## config.mk

```make
export PLATFORM = sky130hd
export DESIGN_NAME = glyph_cell_renderer
export DESIGN_NICKNAME = d
export VERILOG_FILES = /design/src/rtl/glyph_cell_renderer.sv
export SDC_FILE = /design/constraint.sdc
export NUM_CORES = 1
export LEC_CHECK = 0
export ABC_CLOCK_PERIOD_IN_PS = 6110
export BUFFER_PORTS_ARGS = -buffer_cell sky130_fd_sc_hd__buf_2
export CORE_MARGIN = 3
export CORE_UTILIZATION = 62
export CTS_CLUSTER_DIAMETER = 40
export CTS_CLUSTER_SIZE = 12
export DETAILED_ROUTE_END_ITERATION = 7
export GPL_TIMING_DRIVEN = 0
export PLACE_DENSITY = 0.85
export SLEW_MARGIN = 20
export SYNTH_ARGS = -nofsm -noshare
export SYNTH_HDL_FRONTEND = slang
export SYNTH_SLANG_ARGS = --single-unit
```

## constraint.sdc

```tcl
create_clock -name clk -period 6.11 [get_ports clk]
set_input_delay 0.3055 -clock clk [delete_from_list [all_inputs] [get_ports clk]]
set_output_delay 0.3055 -clock clk [all_outputs]
set_load 0.005 [all_outputs]
```

## src/rtl/glyph_cell_renderer.sv

```systemverilog
// Two-stage pixel classifier for one Sudoku board cell: glyph window/ROM lookup,
// frame-counted error blinking and cursor border, all registered with 2-cycle latency.
module glyph_cell_renderer #(
    parameter int CELL_W    = 16,
    parameter int SCALE     = 1,
    parameter int MARGIN    = 3,
    parameter int BLINK_DIV = 30,
    localparam int CW       = $clog2(CELL_W)
) (
    input  logic          clk,
    input  logic          reset,
    input  logic          pix_valid,
    input  logic [CW-1:0] cell_x,
    input  logic [CW-1:0] cell_y,
    input  logic [3:0]    num,
    input  logic          enable,
    input  logic          fixed,
    input  logic          selected,
    input  logic          error,
    input  logic          frame_tick,
    output logic          out_valid,
    output logic [1:0]    px_class,
    output logic          num_on,
    output logic          blink_phase
);

    localparam int XW = CW + 1;
    localparam int SH = $clog2(SCALE);
    localparam int BW = (BLINK_DIV > 1) ? $clog2(BLINK_DIV) : 1;
    localparam logic [XW-1:0] LO      = XW'(MARGIN);
    localparam logic [XW-1:0] HI      = XW'(MARGIN + 8 * SCALE);
    localparam logic [XW-1:0] EDGE    = XW'(CELL_W - 1);
    localparam logic [BW-1:0] CNT_MAX = BW'(BLINK_DIV - 1);

    // Row 0 occupies bits 63:56; bit 7 of each row byte is the leftmost column.
    function automatic logic [63:0] glyph_rows(input logic [3:0] n);
        case (n)
            4'd1:    return 64'h1828_4808_0808_08FF;
            4'd2:    return 64'h7E81_0106_1820_40FF;
            4'd3:    return 64'h7E81_0101_1E01_817E;
            4'd4:    return 64'h0C14_2444_84FF_0404;
            4'd5:    return 64'hFF80_80FE_0101_817E;
            4'd6:    return 64'h7E81_80FE_8181_817E;
            4'd7:    return 64'hFF81_0304_0808_0808;
            4'd8:    return 64'h7E81_817E_8181_817E;
            4'd9:    return 64'h7E81_8181_7F01_817E;
            default: return '0;
        endcase
    endfunction

    // Blink counter
    logic [BW-1:0] cnt_q, cnt_d;
    logic          phase_q, phase_d;

    always_comb begin
        cnt_d   = cnt_q;
        phase_d = phase_q;
        if (frame_tick) begin
            if (cnt_q == CNT_MAX) begin
                cnt_d   = '0;
                phase_d = ~phase_q;
            end else begin
                cnt_d = cnt_q + 1'b1;
            end
        end
    end

    // Stage 1 combinational decode
    logic [XW-1:0] x_w, y_w;
    logic          in_glyph_d, border_d;
    logic [2:0]    col_d, row_d;

    always_comb begin
        x_w        = {1'b0, cell_x};
        y_w        = {1'b0, cell_y};
        in_glyph_d = (x_w >= LO) && (x_w < HI) && (y_w >= LO) && (y_w < HI);
        col_d      = 3'((x_w - LO) >> SH);
        row_d      = 3'((y_w - LO) >> SH);
        border_d   = (x_w == '0) || (x_w == EDGE) || (y_w == '0) || (y_w == EDGE);
    end

    // Stage 1 registers
    logic       v1_q, in_glyph1_q, border1_q, phase1_q;
    logic [2:0] col1_q, row1_q;
    logic [3:0] num1_q;
    logic       en1_q, fixed1_q, sel1_q, err1_q;

    // Stage 2 combinational
    logic [63:0] rows_w;
    logic [7:0]  row_bits;
    logic        rom_bit, num_on_d;
    logic [1:0]  px_class_d;

    always_comb begin
        rows_w     = glyph_rows(num1_q);
        row_bits   = rows_w[{~row1_q, 3'b000} +: 8];
        rom_bit    = row_bits[~col1_q];
        num_on_d   = en1_q && in_glyph1_q && rom_bit && !(err1_q && phase1_q);
        px_class_d = 2'd0;
        if (!en1_q)
            px_class_d = 2'd0;
        else if (sel1_q && border1_q)
            px_class_d = 2'd3;
        else if (num_on_d)
            px_class_d = fixed1_q ? 2'd1 : 2'd2;
    end

    logic       out_valid_q, num_on_q;
    logic [1:0] px_class_q;

    always_ff @(posedge clk or posedge reset) begin
        if (reset) begin
            cnt_q       <= '0;
            phase_q     <= 1'b0;
            v1_q        <= 1'b0;
            in_glyph1_q <= 1'b0;
            border1_q   <= 1'b0;
            phase1_q    <= 1'b0;
            col1_q      <= '0;
            row1_q      <= '0;
            num1_q      <= '0;
            en1_q       <= 1'b0;
            fixed1_q    <= 1'b0;
            sel1_q      <= 1'b0;
            err1_q      <= 1'b0;
            out_valid_q <= 1'b0;
            px_class_q  <= '0;
            num_on_q    <= 1'b0;
        end else begin
            cnt_q       <= cnt_d;
            phase_q     <= phase_d;
            v1_q        <= pix_valid;
            in_glyph1_q <= in_glyph_d;
            border1_q   <= border_d;
            phase1_q    <= phase_q;
            col1_q      <= col_d;
            row1_q      <= row_d;
            num1_q      <= num;
            en1_q       <= enable;
            fixed1_q    <= fixed;
            sel1_q      <= selected;
            err1_q      <= error;
            out_valid_q <= v1_q;
            px_class_q  <= px_class_d;
            num_on_q    <= num_on_d;
        end
    end

    assign out_valid   = out_valid_q;
    assign px_class    = px_class_q;
    assign num_on      = num_on_q;
    assign blink_phase = phase_q;

endmodule

```

# Word level (Yosys, flattened, before mapping)
# Memories as Yosys holds them, arrays and structs flattened.
# Cells that the tools add are included.
# word_totals
inputBits	20
romBits	928
n_memories	1
out_inout_bits	5
regBits	28
wordCells	54
# classes
add_sub_neg	3
n_eq_ne	3
reduce_logical	15
shift	1
bitwise_logic	3
muxes	7
order_cmp	5
# mem_list
memory	words	width	read_ports	rd_ports_with_merged_regs	write_ports	line	text
(name not given)	16	58	1	0	0	37	case (n)
# ops
op	count
64-bit by 7-bit variable part select with 8-bit output	1
4-bit == test, second input constant	2
4-bit by 2-bit >= comparator with 1-bit output, second input constant	2
1-bit logical AND	8
4-bit logical NOT	2
4-bit less-than comparator, second input constant	2
2-bit two-way mux	4
3-bit inverter	2
3-bit by 2-bit subtractor with 3-bit output, second input constant	2
5-bit by 1-bit adder with 5-bit output, second input constant	1
5-bit == test, second input constant	1
5-bit two-way mux	1
3-bit by 4-bit less-than comparator with 1-bit output, second input constant	1
1-bit binary-select mux with 3-bit select	1
1-bit logical OR	3
2-bit AND reduction	1
1-bit logical NOT	1
1-bit two-way mux	1
1-bit inverter	1

# Longest topological paths before layout
# Gate-level depths: netlist of the first run.
# logic_depth
ltp_word	9
mapped_depth	10
depth_no_buf	9

# Worst setup path after synthesis of the first run
# Ideal clock, no wire load.
# synth_path
path_type	flip-flop to flip-flop
start	reg num1_q[1]
end	reg px_class_q[0] (netlist: px_class[0])
period_less_slack_ns	2.368
path_stages_with_launch	11
setup_ns	0.132
required_time_ns	5.978
arrival_time_ns	2.236
n_path_buf	1
setup_slack_ns	3.742
cell_sequence	dfrtp_1 -> buf_6 -> inv_1 -> ha_1 -> and3b_1 -> a211oi_2 -> a211oi_1 -> a2111oi_0 -> a311oi_1 -> o2111ai_1 -> o21ai_1
# synth_via
elab_chain_cells	9
# synth_rtl
element	line	text
start, declared	85	logic [3:0] num1_q;
start signal, assigned	138	num1_q <= num;
memory read 16 x 58 bit	-	
64-bit by 7-bit variable part select with 8-bit output	96	row_bits = rows_w[{~row1_q, 3'b000} +: 8];
1-bit binary-select mux with 3-bit select	97	rom_bit = row_bits[~col1_q];
1-bit two-way mux (not written as such)	97	
1-bit logical AND (2 in a row)	98	num_on_d = en1_q && in_glyph1_q && rom_bit && !(err1_q && phase1_q);
2-bit two-way mux	104	else if (num_on_d)
2-bit two-way mux	102	else if (sel1_q && border1_q)
2-bit two-way mux	100	if (!en1_q)
named net px_class_d[0]	92	logic [1:0] px_class_d;
end signal, assigned	144	px_class_q <= px_class_d;
end, declared	109	logic [1:0] px_class_q;
# The timed path passes the listed nets, and every way through them passes these cells. The select of a mux whose other input is x is not followed.
# A chain may end at the register's enable or synchronous reset.

# Final worst setup path of the first run
# Ends and elaborated chain as after synthesis.

==> summary.md, run 1 <==
| Metric | Value |
|---|---|
| Largest net degree at the start of global routing | `29` |
| Pwr Density | `230 nW/um^2` |
| Post-synthesis cell count | `221` |
| Max cap viols | `0` |
| Peak supply drop | `171 uV` |
| Worst-Skew Late Latency | `320 ps` |
| Min-Delay Startpoint | `num[1]` |
| Sequential area share after synthesis | `35.2%` |
| Synthesized Nets | `254` |
| Setup crit end | `px_class[0]$_DFF_PP0_` |
| Worst R2R Path Depth | `10` |
| Post-layout nets | `283` |
| Setup TNS | `0 ps` |
| Multiplexer share of the synthesized area | `1.13%` |
| Antenna violations before repair | `0` |
| Final setup margin | `3090 ps` |
| Leakage power total | `0.000998 uW` |
| CP required | `6330 ps` |
| Status | `completed` |
| R2r startpoint | `num1_q[1]$_DFF_PP0_` |
| Synth Flop Type | `dfrtp_1` |
| Root Driver | `clkbuf_4` |
| HP Class | `input port to register` |
| Die W | `62.7 microns` |
| Synth async-reset ratio | `100%` |
| Gr usage total | `26.0%` |
| Clock Path Buffers | `2` |
| Crit path from | `num1_q[1]$_DFF_PP0_` |
| Worst path arrival time | `3240 ps` |
| Worst-margin pin slew | `987 ps` |
| Endpoints failing hold | `0` |
| Post-synth top cells | `dfrtp_1, nand2_1, nor2_1` |
| XOR/XNOR Fraction of Synth Area | `3.96%` |
| Row count | `19` |
| Routability Congestion | `1.07` |
| Top cell type by total area after synthesis | `dfrtp_1` |
| CTS buffer count | `3` |
| DRT iter0 DRCs | `254` |
| Startpoint types | `register` |
| Worst Path Max Fanout | `8` |
| Hold buffer count at CTS | `0` |
| Top post-synthesis cells by area | `dfrtp_1, ha_1, o21ai_0` |
| Max-slew violation count | `0` |
| Tot Pwr | `510 uW` |
| CTS clk-pin slew, worst paths | `140 ps` |
| Vias in the first global route | `1,813` |
| Synth Register Bits | `28` |
| CP max-delay cell | `a2111oi_0` |
| Mean Syn Cell Area | `9.01 sq um` |
| Initial Util | `68.6%` |
| Crit share post-route | `49.5%` |
| Sink Count | `28` |
| GR Overflow Total | `0` |
| Postcts setup bufs | `0` |
| Fmax | `331 MHz` |
| H-tree levels | `1` |
| Post-Synth Adder-Cell Area | `8.17%` |
| Simple-gate share of the synthesized area | `18.5%` |
| Kind of critical path | `register to register` |
| Yosys warning count | `0` |
| Largest family of logic cells by synthesized area | `compound AO/OA/AOI/OAI gates` |
| Yosys cell types | `55` |
| WL per Instance | `17.1 microns` |
| Antenna fix cells | `0` |
| Post-CTS resize count | `0` |
| Port Buffers | `24` |
| Share of cells above drive strength 1 | `20.1%` |
| Drt first pass iters | `7` |
| DRC Markers | `0` |
| Mapped Area | `1990 sq um` |
| Die Footprint | `3930 sq um` |
| Reg2reg end | `px_class[0]$_DFF_PP0_` |
| Vias | `1,881` |
| Drt total wl | `4970 microns` |
| Synth top area share | `35.2%` |
| IO Pins | `25` |
| CP cell instances | `buf_6, inv_1, ha_1, and3b_1, a211oi_2, a211oi_1, a2111oi_0, a311oi_1, o2111ai_1, o21ai_1` |
| Detail Route Antenna Nets | `0` |
| Synth Area in Compound Gates | `25.6%` |
| DR vias/cell | `6.46` |
| Number of synthesized flops with an enable pin | `0` |
| RSZ-0062 raised after global routing | `false` |
| First-pass GRT wire length | `8370 microns` |
| Hold Slack | `71.8 ps` |
| Clk_skew | `2.24 ps` |
| Syn-to-layout area delta | `11.3%` |
| CTS tree | `built` |
| Pre-CTS WS | `3200 ps` |
| Count leader, synth | `dfrtp_1` |
| Max incr delay on CP | `590 ps` |
| Period minus WS final | `3020 ps` |
| Core Area | `2900 sq um` |
| Setup violations, final | `0` |
| Slew Limit Headroom | `34.1%` |
| Die height | `62.7 microns` |
| R2R Setup Slk | `3090 ps` |
| DP HPWL | `3800 microns` |
| Crit path capture type | `register` |
-- kinds of logic after synthesis --
group | Yosys count
AOI/OAI and AO/OA | 70
and+or+nand+nor | 70
buffers and inverters | 29
DFF | 28
adders and majority gates | 13
xor gates and xnor gates | 9
muxes | 2
-- worst max-delay path: cells and delay by family (launching register included) --
kind	cells	cell delay, ps
flops	1	470
compound gates	6	1630
buf+inv	2	270
simple gates	1	240
fa+ha+maj	1	290
-- how the worst min path moves through the flow --
stage                                endpoint  depth (start not counted)
after detailed placement  out_valid$_DFF_PP0_                          0
after global placement    out_valid$_DFF_PP0_                          0
after floorplan           out_valid$_DFF_PP0_                          0
final                     num1_q[1]$_DFF_PP0_                          1
after global routing           v1_q$_DFF_PP0_                          1
after CTS                 num1_q[1]$_DFF_PP0_                          1
-- cell usage in the layout (no fill, tap or decap), types with 5 or more instances in the layout --
| master | instances |
|---|---|
| nand2_1 | 18 |
| nand2b_1 | 5 |
| nand3_1 | 5 |
| nor3b_1 | 5 |
| buf_2 | 28 |
| ha_1 | 13 |
| o311ai_0 | 5 |
| a31oi_1 | 5 |
| nor2_1 | 17 |
| a21oi_1 | 5 |
| xor2_1 | 5 |
| inv_1 | 15 |
| dfrtp_1 | 28 |
| o21ai_0 | 16 |
| a211oi_1 | 6 |
-- final cells by class --
type	count	area, sq um
fill	215	684
sequential	28	701
inverter	15	56.3
tap	42	52.6
multi-input combinational	164	1140
buffer	14	91.3
timing repair buffer	24	120
clock inverter	1	30.0
clock buffer	3	22.5
-- power breakdown --
| group | switching, uW | internal (uW) |
|---|---|---|
| sequential | 24.2 | 215 |
| combinational | 87.5 | 64.9 |
| clock | 52.3 | 66.4 |
| total | 164 | 346 |
-- flip-flops by register name, indices dropped and copies added, names as in the netlist --
| signal | count |
|---|---|
| phase1_q | 1 |
| col1_q | 3 |
| cnt_q | 5 |
| err1_q | 1 |
| border1_q | 1 |
| v1_q | 1 |
| px_class | 2 |
| out_valid | 1 |
| in_glyph1_q | 1 |
| row1_q | 3 |
| sel1_q | 1 |
| blink_phase | 1 |
| num_on | 1 |
| en1_q | 1 |
| num1_q | 4 |
| fixed1_q | 1 |
-- metrics by stage --
step / cell area [sq um] / util, % / std cells
4_1_cts: 2220 / 76.4 / 291
5_1_grt: 2220 / 76.4 / 291
3_5_place_dp: 2160 / 74.6 / 287
3_3_place_gp: 2160 / 74.6 / 287
2_1_floorplan: 1990 / - / 221
6_report: 2220 / 76.4 / 291
-- per-layer routing --
metal / track usage (%) / routed length, microns
met4: 6.89 / 116
met2: 43.7 / 2290
met3: 6.29 / 542
met1: 33.6 / 2030
met5: 0 / 0
No activity file was read; power rests on OpenSTA's default activity.
==> run 2: changes to the inputs <==
--- a/config.mk
+++ b/config.mk
@@ -5,15 +5,15 @@
 export SDC_FILE = /design/constraint.sdc
 export NUM_CORES = 1
 export LEC_CHECK = 0
-export ABC_CLOCK_PERIOD_IN_PS = 6110
+export ABC_CLOCK_PERIOD_IN_PS = 2550
 export BUFFER_PORTS_ARGS = -buffer_cell sky130_fd_sc_hd__buf_2
 export CORE_MARGIN = 3
-export CORE_UTILIZATION = 62
+export CORE_UTILIZATION = 52
 export CTS_CLUSTER_DIAMETER = 40
 export CTS_CLUSTER_SIZE = 12
 export DETAILED_ROUTE_END_ITERATION = 7
 export GPL_TIMING_DRIVEN = 0
-export PLACE_DENSITY = 0.85
+export PLACE_DENSITY = 0.76
 export SLEW_MARGIN = 20
 export SYNTH_ARGS = -nofsm -noshare
 export SYNTH_HDL_FRONTEND = slang
==> constraint.sdc (replaced) <==
create_clock -name clk -period 2.55 [get_ports clk]
set_input_delay 0.1275 -clock clk [delete_from_list [all_inputs] [get_ports clk]]
set_output_delay 0.1275 -clock clk [all_outputs]
set_load 0.005 [all_outputs]
==> run 2 against run 1 <==
Final area rose by 17%; via count rose by 3.1%; combinational power rose to 2.8 times the previous value; wire length rose by 11%; critical endpoint is now px_class[1]$_DFF_PP0_.
==> summary.md, run 2 (synthesis gave the netlist of run 1 again) <==
| Metric | Value |
|---|---|
| Status | `completed` |
| DR vias/cell | `6.16` |
| Min-Delay Startpoint | `cell_x[0]` |
| Crit path capture type | `register` |
| Flop pwr share | `42.5%` |
| Initial Util | `56.5%` |
| Worst-margin pin slew | `580 ps` |
| Worst path arrival time | `2690 ps` |
| Port Buffers | `24` |
| Kind of critical path | `register to register` |
| Root Driver | `clkbuf_8` |
| DP HPWL | `3680 microns` |
| IO Pins | `25` |
| Max incr delay on CP | `380 ps` |
| Routability Congestion | `0.977` |
| Tot Pwr | `1350 uW` |
| Startpoint types | `register` |
| Vias in the first global route | `1,735` |
| CTS clk-pin slew, worst paths | `100 ps` |
| Drt total wl | `5540 microns` |
| Comb pwr share | `32.0%` |
| Clock Path Buffers | `2` |
| Max cap viols | `0` |
| GR Overflow Total | `0` |
| Clock power frac | `25.5%` |
| Peak supply drop | `751 uV` |
| Met2 wire len | `2720 microns` |
| Drt first pass iters | `7` |
| CTS buffer count | `3` |
| Sw Pwr | `429 uW` |
| H-tree levels | `1` |
| Endpoints failing hold | `0` |
| Antenna violations before repair | `0` |
| Largest net degree at the start of global routing | `29` |
| Crit path from | `num1_q[1]$_DFF_PP0_` |
| Worst Path Max Fanout | `4` |
| First-pass GRT wire length | `8330 microns` |
| Area post-placement | `2170 sq um` |
| Highest metal used | `met4` |
| Slew Limit Headroom | `61.3%` |
| Largest Register | `cnt_q` |
| Max reg flops | `5` |
| Die Footprint | `4610 sq um` |
| Commonest non-fill, non-tap cell in the layout | `buf_2` |
| Met3 wire len | `491 microns` |
| Sink Count | `28` |
| Most frequent cells in the layout | `buf_2, dfrtp_1, nand2_1, nor2_1, o21ai_0` |
| Setup violations, final | `0` |
| WL per Instance | `17.6 microns` |
| WL met1 | `2220 microns` |
| Crit path max-delay family | `compound AO/OA/AOI/OAI gates` |
| R2r startpoint | `num1_q[1]$_DFF_PP0_` |
| Gr usage total | `24.2%` |
| DRT iter0 DRCs | `256` |
| Antenna fix cells | `0` |
| CTS tree | `built` |
| Fmax | `400 MHz` |
| Setup TNS | `0 ps` |
| CP required | `2740 ps` |
| Detail Route Antenna Nets | `0` |
| CP max-delay cell | `dfrtp_1` |
| Buf/Inv on CP | `2` |
| Post-layout nets | `303` |
| Pwr Density | `522 nW/um^2` |
| Worst-Skew Late Latency | `280 ps` |
| RSZ-0062 raised after global routing | `true` |
| DRC Markers | `0` |
| Internal power | `921 uW` |
| Max-slew violation count | `0` |
| Syn-to-layout area delta | `30.0%` |
| Crit share post-route | `98.1%` |
| Die W | `67.9 microns` |
| Period minus WS final | `2500 ps` |
| Share of cells above drive strength 1 | `29.4%` |
| Core Area | `3520 sq um` |
| Fin area | `2590 sq um` |
| Top flop regs | `cnt_q: 5 flops, num1_q: 4 flops` |
| Leakage power total | `0.00111 uW` |
| Sw Share | `31.8%` |
| Die height | `67.9 microns` |
| Vias | `1,939` |
| Row count | `21` |
| Clk_skew | `10.1 ps` |
| CP cell instances | `buf_6, clkinvlp_4, ha_4, mux2_4, o221a_1, o21ai_1, o311ai_1, a311oi_2, o2111ai_2, o31ai_2` |
| Final Util | `73.5%` |
| HP Class | `input port to register` |
-- run 2: path summary, 6_finish.rpt --
kind	to	slack (ps)	cells after the start
setup reg to reg	px_class[1]$_DFF_PP0_	50	10
max in group asynchronous	num1_q[0]$_DFF_PP0_	1670	3
setup / recovery	px_class[1]$_DFF_PP0_	50	10
hold reg to reg	out_valid$_DFF_PP0_	370	0
hold / removal	col1_q[0]$_DFF_PP0_	40	2
min in group asynchronous	fixed1_q$_DFF_PP0_	450	3
-- run 2: metrics by stage --
stage / hold slack, ps / instances / setup WS [ps]
2_1_floorplan: 159 / 221 / 182
3_3_place_gp: 235 / 291 / -332
3_5_place_dp: 237 / 291 / -309
4_1_cts: 31.4 / 305 / 12.2
5_1_grt: 17.4 / 315 / -129
6_report: 38.2 / 315 / 48.9
-- run 2: layout make-up --
cell class	count	area (sq um)
multi-input combinational	164	1310
fill	273	932
sequential	28	702
timing repair buffer	44	295
buffer	14	91.3
inverter	15	63.8
tap	46	57.6
clock buffer	3	41.3
clock inverter	1	30.0
-- run 2: power by group through the flow --
stage               Sequential (uW)  Combinational, uW  Clock, uW
floorplan                       569                261          0
detailed placement              580                353          0
global placement                580                348          0
CTS                             573                375        349
global route                    584                475        370
finish                          573                432        345
-- run 2: what timing repair did --
| action | 4_1_cts | 5_1_grt |
|---|---|---|
| buffers inserted | 1 | 9 |
| setup endpoints to repair | 3 | 3 |
| pin swaps | 3 | 12 |
| hold buffers | 9 | 1 |
| gates resized for setup | 11 | 24 |
| endpoints found under the hold margin | 9 | 28 |
-- run 2: layer usage --
layer,up-vias,global-route usage [%]
met2,109,38.5
met4,0,6.20
met3,21,5.91
met1,904,33.1
met5,-,0
li1,905,-
